File: src/rtl/lib_switchblock_pkg.sv
// Shared widths and FSM encoding for the switching-tree leaf driver.
package lib_switchblock_pkg;

  localparam int INPUT_WIDTH = 4;
  localparam int N_LEAF      = 8;
  localparam int SUM_WIDTH   = INPUT_WIDTH + 3;
  localparam int USAGE_WIDTH = 12;

  typedef enum logic [1:0] {
    ST_IDLE   = 2'd0,
    ST_WARMUP = 2'd1,
    ST_CHECK  = 2'd2,
    ST_FAULT  = 2'd3
  } drv_state_t;

endpackage

File: src/rtl/leaf_element_driver_leaf_decode.sv
// Single leaf decode: clamp a signed leaf code to {-1,0,+1}, drive p/n enables, flag out-of-range codes.
module leaf_decode
  import lib_switchblock_pkg::*;
(
  input  logic [INPUT_WIDTH-1:0] leaf,
  output logic                   elem_p,
  output logic                   elem_n,
  output logic                   out_of_range
);

  localparam logic signed [INPUT_WIDTH-1:0] LEAF_POS = INPUT_WIDTH'(1);
  localparam logic signed [INPUT_WIDTH-1:0] LEAF_NEG = -LEAF_POS;

  logic signed [INPUT_WIDTH-1:0] code;

  assign code = $signed(leaf);

  // Sign decides the element; magnitudes beyond one simply clamp to the same element.
  assign elem_n       = code[INPUT_WIDTH-1];
  assign elem_p       = !code[INPUT_WIDTH-1] && (code != '0);
  assign out_of_range = (code > LEAF_POS) || (code < LEAF_NEG);

endmodule

File: src/rtl/leaf_element_driver.sv
// Leaf element driver: decodes leaf codes to unit-element enables and checks leaf sums against the delayed reference.
// Optional per-element usage counters are built when ELEM_USAGE_CNT_EN is defined.
module leaf_element_driver
  import lib_switchblock_pkg::*;
#(
  parameter int TREE_LATENCY = 3,
  parameter int ERR_LIMIT    = 4
) (
  input  logic                          clk_i,
  input  logic                          reset_i,
  input  logic                          valid_i,
  input  logic [INPUT_WIDTH-1:0]        x_ref_i,
  input  logic [N_LEAF*INPUT_WIDTH-1:0] x_leaf_i,
  input  logic                          clear_i,
  input  logic [2:0]                    usage_sel_i,
  output logic                          valid_o,
  output logic [N_LEAF-1:0]             elem_p_o,
  output logic [N_LEAF-1:0]             elem_n_o,
  output logic                          range_err_o,
  output logic                          sum_err_o,
  output logic [15:0]                   err_cnt_o,
  output logic [1:0]                    state_o,
  output logic [USAGE_WIDTH-1:0]        usage_cnt_o
);

  localparam int WARM_W   = $clog2(TREE_LATENCY + 1);
  localparam int CONSEC_W = $clog2(ERR_LIMIT + 1);

  drv_state_t state, state_next;

  logic [N_LEAF-1:0] dec_p, dec_n, dec_rng;
  logic [N_LEAF-1:0] p_q, n_q;
  logic              valid_q, rng_q;

  logic signed [INPUT_WIDTH-1:0] ref_dly [TREE_LATENCY];
  logic signed [SUM_WIDTH-1:0]   leaf_sum, ref_wide;
  logic                          mismatch;

  logic [WARM_W-1:0]   warm_cnt;
  logic [CONSEC_W-1:0] consec_cnt;
  logic [15:0]         err_cnt;
  logic                sum_err;

  for (genvar k = 0; k < N_LEAF; k++) begin : g_leaf
    leaf_decode u_dec (
      .leaf         (x_leaf_i[k*INPUT_WIDTH +: INPUT_WIDTH]),
      .elem_p       (dec_p[k]),
      .elem_n       (dec_n[k]),
      .out_of_range (dec_rng[k])
    );
  end

  // Sum of raw (unclamped) codes, so an out-of-range leaf also shows up as a mismatch.
  always_comb begin
    leaf_sum = '0;
    for (int k = 0; k < N_LEAF; k++) begin
      leaf_sum = leaf_sum + SUM_WIDTH'($signed(x_leaf_i[k*INPUT_WIDTH +: INPUT_WIDTH]));
    end
  end

  assign ref_wide = SUM_WIDTH'(ref_dly[TREE_LATENCY-1]);
  assign mismatch = valid_i && (state == ST_CHECK) && (leaf_sum != ref_wide);

  always_ff @(posedge clk_i) begin
    if (reset_i) begin
      for (int i = 0; i < TREE_LATENCY; i++) ref_dly[i] <= '0;
    end else begin
      ref_dly[0] <= $signed(x_ref_i);
      for (int i = 1; i < TREE_LATENCY; i++) ref_dly[i] <= ref_dly[i-1];
    end
  end

  always_ff @(posedge clk_i) begin
    if (reset_i) state <= ST_IDLE;
    else         state <= state_next;
  end

  always_comb begin
    state_next = state;
    case (state)
      ST_IDLE:   if (valid_i) state_next = ST_WARMUP;
      ST_WARMUP: if (warm_cnt == '0) state_next = ST_CHECK;
      ST_CHECK:  if (mismatch && (consec_cnt >= CONSEC_W'(ERR_LIMIT - 1))) state_next = ST_FAULT;
      ST_FAULT:  state_next = ST_FAULT;
      default:   state_next = ST_IDLE;
    endcase
    if (clear_i) state_next = ST_IDLE;
  end

  always_ff @(posedge clk_i) begin
    if (reset_i) begin
      warm_cnt <= '0;
    end else if (state == ST_IDLE) begin
      warm_cnt <= WARM_W'(TREE_LATENCY - 1);
    end else if ((state == ST_WARMUP) && (warm_cnt != '0)) begin
      warm_cnt <= warm_cnt - 1'b1;
    end
  end

  // Clear has priority over a mismatch in the same cycle.
  always_ff @(posedge clk_i) begin
    if (reset_i || clear_i) begin
      err_cnt    <= '0;
      sum_err    <= 1'b0;
      consec_cnt <= '0;
    end else if (mismatch) begin
      if (err_cnt != 16'hFFFF) err_cnt <= err_cnt + 16'd1;
      sum_err <= 1'b1;
      if (consec_cnt != CONSEC_W'(ERR_LIMIT)) consec_cnt <= consec_cnt + 1'b1;
    end else if (valid_i && (state == ST_CHECK)) begin
      consec_cnt <= '0;
    end
  end

  always_ff @(posedge clk_i) begin
    if (reset_i) begin
      valid_q <= 1'b0;
      p_q     <= '0;
      n_q     <= '0;
      rng_q   <= 1'b0;
    end else begin
      valid_q <= valid_i;
      p_q     <= valid_i ? dec_p : '0;
      n_q     <= valid_i ? dec_n : '0;
      rng_q   <= valid_i && (|dec_rng);
    end
  end

  assign valid_o     = (state == ST_FAULT) ? 1'b0 : valid_q;
  assign elem_p_o    = (state == ST_FAULT) ? '0 : p_q;
  assign elem_n_o    = (state == ST_FAULT) ? '0 : n_q;
  assign range_err_o = rng_q;
  assign sum_err_o   = sum_err;
  assign err_cnt_o   = err_cnt;
  assign state_o     = state;

`ifdef ELEM_USAGE_CNT_EN
  logic [USAGE_WIDTH-1:0] usage_cnt [N_LEAF];
  logic [USAGE_WIDTH-1:0] usage_q;

  always_ff @(posedge clk_i) begin
    if (reset_i || clear_i) begin
      for (int k = 0; k < N_LEAF; k++) usage_cnt[k] <= '0;
      usage_q <= '0;
    end else begin
      for (int k = 0; k < N_LEAF; k++) begin
        if (valid_o && (elem_p_o[k] || elem_n_o[k]) && (usage_cnt[k] != '1))
          usage_cnt[k] <= usage_cnt[k] + 1'b1;
      end
      usage_q <= usage_cnt[usage_sel_i];
    end
  end

  assign usage_cnt_o = usage_q;
`else
  logic unused_sel;

  assign unused_sel  = ^usage_sel_i;
  assign usage_cnt_o = '0;
`endif

endmodule

File: config.mk
export PLATFORM = sky130hd
export DESIGN_NAME = leaf_element_driver
export DESIGN_NICKNAME = d
export VERILOG_FILES = /design/src/rtl/lib_switchblock_pkg.sv /design/src/rtl/leaf_element_driver_leaf_decode.sv /design/src/rtl/leaf_element_driver.sv
export SDC_FILE = /design/constraint.sdc
export NUM_CORES = 1
export LEC_CHECK = 0
export CORE_ASPECT_RATIO = 1.75
export CORE_MARGIN = 1.5
export CORE_UTILIZATION = 52
export DETAILED_ROUTE_END_ITERATION = 7
export GPL_ROUTABILITY_DRIVEN = 0
export PLACE_DENSITY = 0.95
export SLEW_MARGIN = 15
export SYNTH_ARGS = -nofsm -noshare
export SYNTH_HDL_FRONTEND = slang
export SYNTH_SLANG_ARGS = --single-unit
export TNS_END_PERCENT = 30
File: constraint.sdc
create_clock -name clk_i -period 10.6 [get_ports clk_i]
set_input_delay 1.06 -clock clk_i [delete_from_list [all_inputs] [get_ports clk_i]]
set_output_delay 1.06 -clock clk_i [all_outputs]
set_load 0.02 [all_outputs]
==> impl_metrics.py <==
metrics = {
    "synth": {
        "synth_most_common_cell": "dfxtp_1",
        "synth.avg_cell_area_um2": 9.03,
        "seq_area_frac_synth_pct": 32.5,
        "synth-edff-count": 0,
        "synth_cell_types": 42,
        "synth_top_area_share_pct": 32.5,
        "synth_cells": 368,
        "syn_area_um2": 3320,
        "async_reset_ff_share_pct": 0,
        "synthTopCellsByArea": "dfxtp_1 33%, fa_1 16%, and2_1 4.9%",
        "ys_ff_latch": 54,
        "ys_warn_count": 0,
        "synth_ff_type": "dfxtp_1",
        "synthTopCellsByCount": "54 x dfxtp_1, 41 x inv_1, 27 x fa_1",
        "yosys.area.top_type": "dfxtp_1",
    },
    "timing": {
        "rsz0062_at_grt": "no",
        "skew_ns": 0.0121,
        "fin_ws_ns": 4.60,
        "fmax_ghz": 0.167,
        "tightestPinTransition_ns": 0.591,
        "finalSetupTns_ns": 0,
        "min_period_ns": 6.00,
        "relSlewSlack_pct": 60.5,
        "slew_violations": 0,
        "hold_slack_ns": 0.443,
        "hold_violations": 0,
        "period_share_pct": 56.6,
        "setup_viol": 0,
    },
    "setup_path": {
        "crit_arrival_ns": 6.25,
        "critPathKind": "in -> reg",
        "reg2reg_slack_ns": 8.43,
        "required_ns": 10.86,
        "end_kind": "register",
        "start_kind": "input pin",
        "crit_fanout": 34,
    },
    "grt": {
        "grtUsageTotal_pct": 23.8,
        "grt_pass1_vias": 2925,
        "grt_pass1_wl_um": 12900,
        "grt_overflow": 0,
        "grt_max_degree": 35,
        "grt_antenna_before_repair": 0,
    },
    "floorplan": {
        "die-width_um": 63.4,
        "ios": 92,
        "dieArea_um2": 6900,
        "start_util_pct": 53.7,
        "die_h_um": 109,
        "core_um2": 6180,
        "core.rowCount": 38,
    },
    "power": {
        "power_density_nw_per_um2": 159,
        "peakVddDrop_mv": 0.118,
        "p_leak_nw": 1.64,
        "total_power_uw": 665,
    },
    "place": {
        "dp_slack_ns": 4.26,
        "dp_hpwl_um": 6090,
        "portBuffers": 76,
    },
    "run": {
        "cap_viol_max_count": 0,
    },
    "layout": {
        "fillCellCount": 488,
        "fin_nets": 522,
        "drive_gt1_share_pct": 2.27,
        "layout-area-overhead-vs-synth_pct": 25.6,
        "antenna_cells": 0,
    },
    "clock_network": {
        "cts_sinks": 54,
        "post_cts_buffers": 0,
        "cts_buffers": 5,
        "cts_max_level": 2,
        "clockBufferDepth": 2,
        "cts_hold_buf": 0,
        "clkSlewWorstSetupHoldPaths_ns": 0.10,
        "clockRootBuffer": "clkbuf_8",
        "cts_tree": "done",
        "insertion_delay_ns": 0.32,
        "post_cts_resized": 0,
    },
    "drt": {
        "num_vias": 2895,
        "drc_errors": 0,
        "totalWireLength_um": 7850,
        "firstDrtPassIters": 5,
        "drt_iter0_markers": 260,
        "wl_per_cell_um": 15.1,
        "drt-vias-per-instance": 5.57,
        "final_antenna_net_count": 0,
    },
    "min_path": {
        "hp-class": "reg -> reg",
    },
    "outcome": {
        "status": "finished clean",
    },
}
## registers in the layout (all words and copies together) (netlist names)
signal       flops
n_q              8
p_q              8
sum_err_o        1
state_o          2
err_cnt_o       16
ref_dly         12
range_err_o      1
consec_cnt       3
valid_q          1
warm_cnt         2
## final timing paths
| path | cells after the start | start | to |
|---|---|---|---|
| setup / recovery | 15 | x_leaf_i[7] | err_cnt_o[14] |
| hold / removal | 1 | ref_dly[0][7] | ref_dly[0][11] |
| setup reg to reg | 8 | err_cnt_o[0] | err_cnt_o[15] |
| hold reg to reg | 1 | ref_dly[0][7] | ref_dly[0][11] |
## metrics by stage
| stage | area, um2 | instances | utilization [%] |
|---|---|---|---|
| after global placement | 4090 | 513 | 66.2 |
| after global routing | 4170 | 520 | 67.5 |
| after detailed placement | 4090 | 513 | 66.2 |
| final | 4170 | 520 | 67.5 |
| after floorplan | 3360 | 379 | - |
| after CTS | 4170 | 520 | 67.5 |
## layer usage
metal | wire [um] | up-vias | global-route usage [%] | part of all wire [%]
li1 | - | 1378 | - | -
met1 | 2620 | 1371 | 22.1 | 33
met2 | 4390 | 120 | 45.9 | 56
met3 | 471 | 26 | 5.57 | 6.0
met4 | 359 | 0 | 14.3 | 4.6
met5 | 0 | - | 0 | 0
## layout by cell type (no fill, tap or decap), drive strengths merged, types with 3 or more instances in the layout
| master | Yosys | routed |
|---|---|---|
| clkdlybuf4s50 | 0 | 76 |
| dfxtp | 54 | 54 |
| inv | 41 | 41 |
| fa | 27 | 27 |
| and2 | 27 | 27 |
| nand2 | 18 | 18 |
| a21oi | 17 | 17 |
| nand4 | 17 | 17 |
| nor3 | 17 | 17 |
| nor2 | 14 | 14 |
| nor2b | 13 | 13 |
| o31ai | 12 | 12 |
| ha | 12 | 12 |
| conb | 1 | 12 |
| o21ai | 11 | 11 |
| or3 | 10 | 10 |
| or4 | 9 | 9 |
| xnor2 | 6 | 6 |
| and3 | 6 | 6 |
| nand3 | 6 | 6 |
| o211ai | 5 | 5 |
| clkbuf | 8 | 5 |
| xor2 | 3 | 3 |
| a31oi | 3 | 3 |
## final cells by class
class / count / area [um2] / area share (%)
multi-input cells: 262 / 1990 / 47.8
clock inverters: 2 / 15.0 / 0.360
inverters: 41 / 154 / 3.69
well taps: 80 / 100 / 2.40
flip-flops and latches: 54 / 1080 / 25.9
clock buffers: 5 / 68.8 / 1.65
repair buffers: 76 / 761 / 18.2
## worst max-delay path: stages
cell	delay (ns)
clkdlybuf4s50_1	0.59
fa_1	0.50
fa_1	0.61
inv_1	0.08
fa_1	0.52
fa_1	0.55
inv_1	0.04
ha_1	0.33
nor2b_1	0.15
o21a_1	0.18
or3b_1	0.37
and2_4	0.18
a31o_2	0.37
or4_1	0.55
a21oi_1	0.16
## kinds of logic after synthesis
logic type,after synthesis,share of synthesized area (%)
and+or+nand+nor,146,25.0
buffers and inverters,63,8.66
AOI/OAI and AO/OA,56,10.5
DFF,54,32.5
adders and majority gates,39,20.8
xor gates and xnor gates,9,2.37
other,1,0.113
## power by group
| group | internal, mW | switching [mW] |
|---|---|---|
| clock network | 0.0453 | 0.0691 |
| logic | 0.163 | 0.178 |
| registers | 0.208 | 0.00176 |
(Power assumes the default switching activity.)
